[config.mk]
export PLATFORM = sky130hd
export DESIGN_NAME = beam_topk_sort
export DESIGN_NICKNAME = d
export VERILOG_FILES = /design/src/rtl/beam_sort_pkg.sv /design/src/rtl/beam_sort_slot_cmp.sv /design/src/rtl/beam_topk_sort.sv
export SDC_FILE = /design/constraint.sdc
export NUM_CORES = 2
export LEC_CHECK = 0
export CAP_MARGIN = 10
export CORE_MARGIN = 3
export CORE_UTILIZATION = 30
export CTS_CLUSTER_SIZE = 8
export DETAILED_ROUTE_END_ITERATION = 7
export PLACE_DENSITY = 0.56
export SYNTH_ARGS = -nofsm -noshare
export SYNTH_HDL_FRONTEND = slang
export SYNTH_SLANG_ARGS = --single-unit
[constraint.sdc]
create_clock -name i_clk -period 4.5 [get_ports i_clk]
set_clock_uncertainty 0.1 [all_clocks]
set_input_delay 0.9 -clock i_clk [delete_from_list [all_inputs] [get_ports i_clk]]
set_output_delay 0.9 -clock i_clk [all_outputs]
set_load 0.02 [all_outputs]
[src/rtl/beam_sort_pkg.sv]
// Shared types for the beam top-K sorter: slot record, FSM encoding and the
// all-ones index used to mark empty slots in the packed output word.
package beam_sort_pkg;

    localparam int BS_NUM_BEAMS = 64;
    localparam int BS_POW_WIDTH = 32;
    localparam int BS_IDX_WIDTH = $clog2(BS_NUM_BEAMS);

    localparam logic [BS_IDX_WIDTH-1:0] INVALID_IDX = '1;

    typedef enum logic [1:0] {
        ST_IDLE    = 2'd0,
        ST_COLLECT = 2'd1,
        ST_FLUSH   = 2'd2
    } state_e;

    typedef struct packed {
        logic                    vld;
        logic [BS_POW_WIDTH-1:0] pow;
        logic [BS_IDX_WIDTH-1:0] idx;
    } slot_t;

endpackage

[src/rtl/beam_sort_slot_cmp.sv]
// Per-slot "insert here" decision for the streaming top-K list.
module beam_sort_slot_cmp
    import beam_sort_pkg::*;
(
    input  logic                    i_slot_vld,
    input  logic [BS_POW_WIDTH-1:0] i_slot_pow,
    input  logic [BS_POW_WIDTH-1:0] i_smp_pow,
    output logic                    o_ins
);

    // Strictly greater: an equal-power sample lands behind the earlier beam.
    assign o_ins = !i_slot_vld || (i_smp_pow > i_slot_pow);

endmodule

[src/rtl/beam_topk_sort.sv]
// Streaming top-K beam selector: keeps a sorted list of the strongest beams per
// symbol and emits the packed index word two cycles after eop.
// Optional BEAM_SORT_POW_OUT_EN adds o_pow_data with the matching sorted powers.
module beam_topk_sort
    import beam_sort_pkg::*;
#(
    parameter int NUM_BEAMS = BS_NUM_BEAMS,
    parameter int POW_WIDTH = BS_POW_WIDTH,
    parameter int TOPK      = 16,
    parameter int IDX_WIDTH = $clog2(NUM_BEAMS)
) (
    input  logic                      i_clk,
    input  logic                      i_reset_n,
    input  logic [POW_WIDTH-1:0]      i_pow_data,
    input  logic                      i_pow_vld,
    input  logic                      i_pow_sop,
    input  logic                      i_pow_eop,
    output logic [TOPK*IDX_WIDTH-1:0] o_idx_data,
`ifdef BEAM_SORT_POW_OUT_EN
    output logic [TOPK*POW_WIDTH-1:0] o_pow_data,
`endif
    output logic                      o_idx_wen,
    output logic                      o_busy,
    output logic                      o_err_len
);

    localparam logic [IDX_WIDTH:0] NB = (IDX_WIDTH+1)'(NUM_BEAMS);

    state_e               state, state_nxt;
    logic [IDX_WIDTH:0]   cnt;
    logic [IDX_WIDTH:0]   len_nxt;
    logic [IDX_WIDTH-1:0] smp_idx;
    logic                 start, cont, ins_en, eop_acc;
    logic                 abort_err, ovf_err, len_bad, len_bad_q, flush;

    slot_t [TOPK-1:0]                 slots, slots_eff, slots_nxt;
    logic  [TOPK-1:0]                 ins;
    logic  [TOPK-1:0][IDX_WIDTH-1:0]  idx_pack;
    slot_t                            smp;

    always_ff @(posedge i_clk or negedge i_reset_n) begin
        if (!i_reset_n) state <= ST_IDLE;
        else            state <= state_nxt;
    end

    always_comb begin
        state_nxt = state;
        if (eop_acc)                 state_nxt = ST_FLUSH;
        else if (start)              state_nxt = ST_COLLECT;
        else if (state == ST_FLUSH)  state_nxt = ST_IDLE;
    end

    // Sop is honoured in every state; a sop inside COLLECT aborts the symbol.
    always_comb begin
        start     = i_pow_vld && i_pow_sop;
        cont      = i_pow_vld && !i_pow_sop && (state == ST_COLLECT) && (cnt != NB);
        ins_en    = start || cont;
        eop_acc   = i_pow_vld && i_pow_eop && (start || (state == ST_COLLECT));
        abort_err = start && (state == ST_COLLECT);
        smp_idx   = start ? '0 : cnt[IDX_WIDTH-1:0];
        len_nxt   = start ? (IDX_WIDTH+1)'(1) : cnt + 1'b1;
        len_bad   = eop_acc && (len_nxt != NB);
        ovf_err   = ins_en && !i_pow_eop && (len_nxt == NB);
        flush     = (state == ST_FLUSH);
        o_busy    = (state != ST_IDLE);
    end

    assign smp = '{vld: 1'b1, pow: i_pow_data, idx: smp_idx};

    // The list is kept sorted, so ins[] is a thermometer: the first set bit is
    // the insertion point and every later slot takes its predecessor.
    for (genvar g = 0; g < TOPK; g++) begin : g_slot
        assign slots_eff[g] = start ? '0 : slots[g];

        beam_sort_slot_cmp u_cmp (
            .i_slot_vld (slots_eff[g].vld),
            .i_slot_pow (slots_eff[g].pow),
            .i_smp_pow  (smp.pow),
            .o_ins      (ins[g])
        );

        if (g == 0) begin : g_head
            assign slots_nxt[g] = ins[g] ? smp : slots_eff[g];
        end else begin : g_body
            assign slots_nxt[g] = !ins[g]    ? slots_eff[g]   :
                                  ins[g-1]   ? slots_eff[g-1] : smp;
        end

        assign idx_pack[g] = slots[g].vld ? slots[g].idx : INVALID_IDX;
    end

    always_ff @(posedge i_clk or negedge i_reset_n) begin
        if (!i_reset_n) begin
            cnt   <= '0;
            slots <= '0;
        end else if (ins_en) begin
            cnt   <= len_nxt;
            slots <= slots_nxt;
        end
    end

    // Output word is captured from the settled list during FLUSH, so a new
    // sop in that same cycle cannot disturb it.
    always_ff @(posedge i_clk or negedge i_reset_n) begin
        if (!i_reset_n) begin
            o_idx_data <= '0;
            o_idx_wen  <= 1'b0;
            o_err_len  <= 1'b0;
            len_bad_q  <= 1'b0;
        end else begin
            o_idx_wen <= flush;
            len_bad_q <= len_bad;
            o_err_len <= abort_err || ovf_err || len_bad_q;
            if (flush) o_idx_data <= idx_pack;
        end
    end

`ifdef BEAM_SORT_POW_OUT_EN
    logic [TOPK-1:0][POW_WIDTH-1:0] pow_pack;

    for (genvar g = 0; g < TOPK; g++) begin : g_pow
        assign pow_pack[g] = slots[g].vld ? slots[g].pow : '0;
    end

    always_ff @(posedge i_clk or negedge i_reset_n) begin
        if (!i_reset_n)  o_pow_data <= '0;
        else if (flush)  o_pow_data <= pow_pack;
    end
`endif

endmodule
## After elaboration in Yosys (flattened, before gate mapping)

Index checks and enable logic that the tools add are counted.

- Equal/unequal tests: 5
- Mux-type cells: 68
- Order comparisons: 16
- Reductions and logical operators: 52
- $add $sub $neg: 1

Operator list:

| cell | number |
|---|---|
| $mux W39 | 47 |
| $gt A32 B32 Y1 | 16 |
| $mux W6 | 17 |
| $logic_or A1 B1 Y1 | 20 |
| $logic_not A1 Y1 | 18 |
| $ne A7 B7 Y1 const B | 2 |
| $logic_and A1 B1 Y1 | 10 |
| $add A7 B1 Y7 const B | 1 |
| $eq A7 B7 Y1 const B | 1 |
| $mux W7 | 1 |
| $mux W2 | 3 |
| $reduce_bool A2 Y1 | 2 |
| $reduce_bool A3 Y1 | 1 |
| $eq A2 B1 Y1 const B | 1 |
| $eq A2 B2 Y1 const B | 1 |
| $reduce_and A2 Y1 | 1 |

- Bits of input ports: 37
- Register bits after elaboration: 732
- Word-level logic and storage cells: 196

## Logic depth before layout (Yosys ltp)

- Word-level depth: 9
- Mapped depth: 19

## Hierarchy

From an unflattened synthesis, not the netlist that was laid out.

- Cell total of the unflattened synthesis: 6569
- Area total of the unflattened synthesis: 56102.6 um2

Modules (own cells, without submodules):

| module | area each (um2) | seq. area each (um2) | cells an instance | instances |
|---|---|---|---|---|
| beam_topk_sort | 42809.8 | 18317.6 | 4665 | 1 |
| beam_sort_slot_cmp | 830.8 | 0.0 | 119 | 16 |

## Worst setup path before layout

No wires, ideal clock.

- Path kind: input to register
- Start point: in i_pow_sop
- End point: reg slots[379] (netlist name)
- Setup slack: -977 ps
- Library setup time: 125 ps
- Data arrival time: 5252 ps
- Data required time: 4275 ps
- Stages on the path: 19
- Path through: nand2_1 -> buf_2 -> clkbuf_1 -> clkbuf_1 -> clkbuf_1 -> clkbuf_1 -> clkbuf_1 -> clkbuf_1 -> nand2_1 -> ha_1 -> nand4_1 -> nor4_1 -> a2111oi_0 -> a31oi_1 -> o21ai_1 -> o21ai_0 -> clkbuf_1 -> buf_2 -> mux2_2

- Word-level cells in the longest chain between the ends: 6

Ends and longest elaborated chain:

| what | RTL line | text |
|---|---|---|
| from (decl) | beam_topk_sort.sv:16 | `input logic i_pow_sop,` |
| $logic_and A1 B1 Y1 | beam_topk_sort.sv:55 | `start = i_pow_vld && i_pow_sop;` |
| $mux W39 | beam_topk_sort.sv:73 | `assign slots_eff[g] = start ? '0 : slots[g];` |
| $gt A32 B32 Y1 / $logic_not A1 Y1 (equally long branches) | beam_sort_slot_cmp.sv:12 | `assign o_ins = !i_slot_vld \|\| (i_smp_pow > i_slot_pow);` |
| $logic_or A1 B1 Y1 | beam_sort_slot_cmp.sv:12 |  |
| $mux W39 | beam_topk_sort.sv:86 | `ins[g-1] ? slots_eff[g-1] : smp;` |
| $mux W39 | beam_topk_sort.sv:85 | `assign slots_nxt[g] = !ins[g] ? slots_eff[g] :` |
| to (signal assigned) | beam_topk_sort.sv:98 | `slots <= slots_nxt;` |
| to (decl) | beam_topk_sort.sv:36 | `slot_t [TOPK-1:0] slots, slots_eff, slots_nxt;` |

Several ways; a longest one is shown, not always the timed one.
A chain may end at the register's enable or synchronous reset.

## Final worst setup path

- Start point: in i_pow_sop
- End point: reg slots[489] (netlist name)

Same word-level chain as after synthesis.

==> metrics.md <==
| Metric | Value |
|---|---|
| CTS sink cnt | `732` |
| Crit-path max FO | `44` |
| Psw | `roughly 12 mW` |
| Final period utilization | `97.1%` |
| RR Startpoint | `slots[56]` |
| Syn_nets | `5,540` |
| Die area | `162,000 sq um` |
| EDFF count, synth | `0` |
| Cts repair resizes | `0` |
| First-iteration detailed-routing DRC count | `between 2,000 and 3,000` |
| WP depth | `13` |
| CP dominant cell by count | `buf_4` |
| Register area | `18,300 sq um` |
| Static leakage | `between 20 and 30 nW` |
| Number of library cell types mapped by synthesis | `72` |
| Final Hold Slack | `about 0.12 ns` |
| DRC violations left | `0` |
| Root Buffer | `clkbuf_16` |
| CP endpoint kind | `register` |
| Clock share of power | `21.6%` |
| Fin. max-slew vios | `0` |
| Filler Cell Count | `15,400` |
| Total power | `32.2 mW` |
| Least-Margin Pin Slew | `1.03 ns` |
| Synthesis warning total | `0` |
| Largest stage delay, worst path | `just over 0.7 ns` |
| First-pass GRT wire length | `242,000 um` |
| Fmax | `229 MHz` |
| VDD IR max | `0.000339 V` |
| Hold Buf Count CTS | `0` |
| Synthesized area per cell | `9.46 sq um` |
| Crit path launch type | `input port` |
| CP Buf/Inv Count | `4` |
| Worst R2R Setup Slack | `1.15 ns` |
| Pre-antenna DRT Iters | `6` |
| CTS clock-pin slew for the worst setup and hold paths | `0.05 ns` |
| Status | `complete, no violations` |
| Die height | `slightly above 400 um` |
| Worst skew pair latency | `0.70 ns` |
| Core region area | `155,000 sq um` |
| Setup violations, final | `0` |
| CP cell instances | `clkdlybuf4s50_1, nand2_4, buf_12, buf_4, nand2_1, ha_1, nand4_1, or4_1, a311oi_4, nor3_2, buf_4, a221oi_1, a21oi_1` |
| Largest net degree at the start of global routing | `113` |
| Post-synthesis sequential area ratio | `38.8%` |
| Gr usage total | `18.7%` |
| Ports | `136` |
| Critical path's top delay family | `simple AND/OR/NAND/NOR gates` |
| R2R depth | `12` |
| Post-DRT Antenna Nets | `0` |
| Logic gate share of total power | `between 40% and 50%` |
| Critical Path RT | `4.95 ns` |
| CP max stage cell | `or4_1` |
| Worst endpoint data arrival time | `4.82 ns` |
| Gp weighted congestion | `0.870` |
| Num CTS Buffers | `101` |
| Final hold vios | `0` |
| Total negative slack | `0 ns` |
| Multi-input logic area | `roughly 27,000 sq um` |
| Minimum clock period | `between 4 and 5 ns` |
| GR Overflow Total | `0` |
| Reg2reg end | `slots[81]` |
| Ys async rst share | `100%` |
| Initial antenna violation count | `1` |
| Initial core utilization | `a little under a third` |
| Slew margin rel. | `31.2%` |
| WL per Instance | `20.6 um` |
| Int Power | `20.1 mW` |
| PD cells | `549 nW/um^2` |
| P&R area growth vs syn | `24.1%` |
| Max_cap viols | `0` |
| Number of diodes | `0` |
| Reg power frac | `34.6%` |
| Cells after Synth | `around 5,000` |
| #FFs+latches synth | `about 730` |
| IO buf count | `about 140` |
| Kind of critical path | `in -> reg` |
| Mapped cell area | `47,200 sq um` |
| Tightest Hold Check Type | `in -> async` |
| Post-Route WL | `155,000 um` |
| Post-CTS Repair Setup Buffers | `0` |
| CTS tree | `yes` |
| FP Rows | `144` |
| Die X-Extent | `403 um` |
| Fin nets | `6,029` |
| Vias in the first global route | `40,900` |
| RSZ-0062 raised after global routing | `false` |
| Routed vias/inst | `5.39` |
| DP HPWL | `116,000 um` |
| Sw frac | `37.4%` |
| CTS HTree Levels | `3` |
| Share of layout cells above drive strength 1 | `19.1%` |
| Vias | `40,600` |
| Main synth FF type | `dfrtp_1` |
| Max Buffers Root-to-Sink | `3` |
## placed cells by master (no fill, tap or decap), drive strengths merged, types with 10 or more instances in the layout
cell	n
a211oi	11
a21o	65
a21oi	275
a221o	81
a221oi	54
a22o	38
a22oi	10
a31oi	125
and2	87
buf	607
clkbuf	107
clkdlybuf4s50	134
dfrtp	732
ha	514
inv	192
mux2	263
mux2i	242
nand2	714
nand2b	11
nand3	127
nand4	120
nor2	220
nor2b	17
nor3	29
nor4	29
o211ai	56
o21a	12
o21ai	280
o22a	71
o22ai	41
o2bb2ai	43
o31a	10
o31ai	46
or2	34
## area by class of cell
cell class	count	share of cell area, %
Multi-Input combinational cell	3713	46.3
Clock buffer	107	4.43
Clock inverter	5	0.162
Timing Repair Buffer	741	12.3
Sequential cell	732	31.3
Tap cell	2044	4.37
Inverter	189	1.21
## logic make-up (layout without fill, tap and decap cells)
group                    Yosys count  count (layout)  share of synthesized area, %
AO/OA/AOI/OAI                   1259            1259                          17.9
XOR/XNOR                           6               6                         0.111
adder cells (fa/ha/maj)          514             514                          13.6
buffers and inverters            544            1042                          4.46
flip-flops                       732             732                          38.8
multiplexers                     505             505                          11.4
AND/OR/NAND/NOR                 1429            1429                          13.7
## worst max-delay path by stage
stage | startpoint | end | slack (ns)
floorplan | i_pow_sop | slots[600] | -0.009
global placement | i_pow_sop | slots[498] | -0.49
detailed placement | i_pow_sop | slots[498] | -0.55
CTS | i_pow_sop | slots[498] | 0.19
global route | i_pow_sop | slots[480] | 0.001
finish | i_pow_sop | slots[489] | 0.13
## metrics by stage
stage	utilization, %	cell area, sq um	setup WS (ns)	instances
after floorplan	-	47400	-0.00872	4989
after global placement	36.0	55900	-0.491	7419
after detailed placement	36.0	55900	-0.553	7419
after CTS	37.7	58500	0.188	7531
after global routing	37.7	58500	0.00125	7531
final	37.7	58500	0.129	7531
## synthesized netlist by cell type, types with 7 or more instances
library cell	n	area [sq um]
nor2b_1	17	106
nor2_1	220	826
o22a_1	71	622
and4_1	7	61.3
nor3_1	28	140
inv_1	188	706
a21boi_0	8	60.1
a21oi_1	275	1380
or4_1	7	52.6
o21ai_0	278	1390
a221o_1	81	811
a211oi_1	10	75.1
nand2b_1	11	68.8
nand4_1	120	751
nand3_1	127	636
a21o_1	65	488
o31a_1	10	87.6
a221oi_1	54	473
or2_2	33	206
o22ai_1	41	257
and3_1	8	50.1
nor4_1	29	181
ha_1	514	6430
o211ai_1	56	420
nand2_1	714	2680
or3_1	7	43.8
and2_1	87	544
a22o_1	38	333
a31oi_1	125	782
buf_1	39	146
mux2_1	13	146
mux2i_1	242	2420
o2bb2ai_1	43	377
dfrtp_1	732	18300
o21a_1	12	90.1
mux2_2	250	2820
buf_2	43	215
o31ai_1	45	338
a22oi_1	10	75.1
clkbuf_1	271	1020
## worst register-to-register path, stage by stage, from the launching register on
cell and delay, ns:
dfrtp_1 0.41, nand2_1 0.08, ha_1 0.29, nand4_1 0.18
nor4_1 0.44, buf_4 0.21, nand3b_1 0.24, a31oi_2 0.17
nor3b_1 0.36, buf_4 0.17, nor3_2 0.05, buf_4 0.21
a221o_1 0.31
## sequential cells by signal, summed over array words and instances, names as in the netlist
name        cells
cnt             7
len_bad_q       1
o_err_len       1
o_idx_data     96
o_idx_wen       1
slots         624
state           2
## metal layers
layer  global-route usage (%)  up-vias  routed length [um]  part of all wire [%]
li1                         -    19200                   -                     -
met1                     25.0    20200               70500                    45
met2                     31.9      959               74600                    48
met3                     1.82      238                5960                   3.8
met4                     5.98        0                4360                   2.8
met5                        0        -                   0                     0
## power by group through the flow
| stage | combinational (mW) | clock, mW | sequential (mW) |
|---|---|---|---|
| final | 14.1 | 6.95 | 11.1 |
| after global routing | 15.7 | 7.37 | 11.4 |
| after CTS | 14.1 | 7.15 | 11.1 |
| after detailed placement | 14.1 | 0 | 11.2 |
| after global placement | 13.6 | 0 | 11.2 |
| after floorplan | 8.48 | 0 | 10.8 |
No activity file was read; power rests on OpenSTA's default activity.
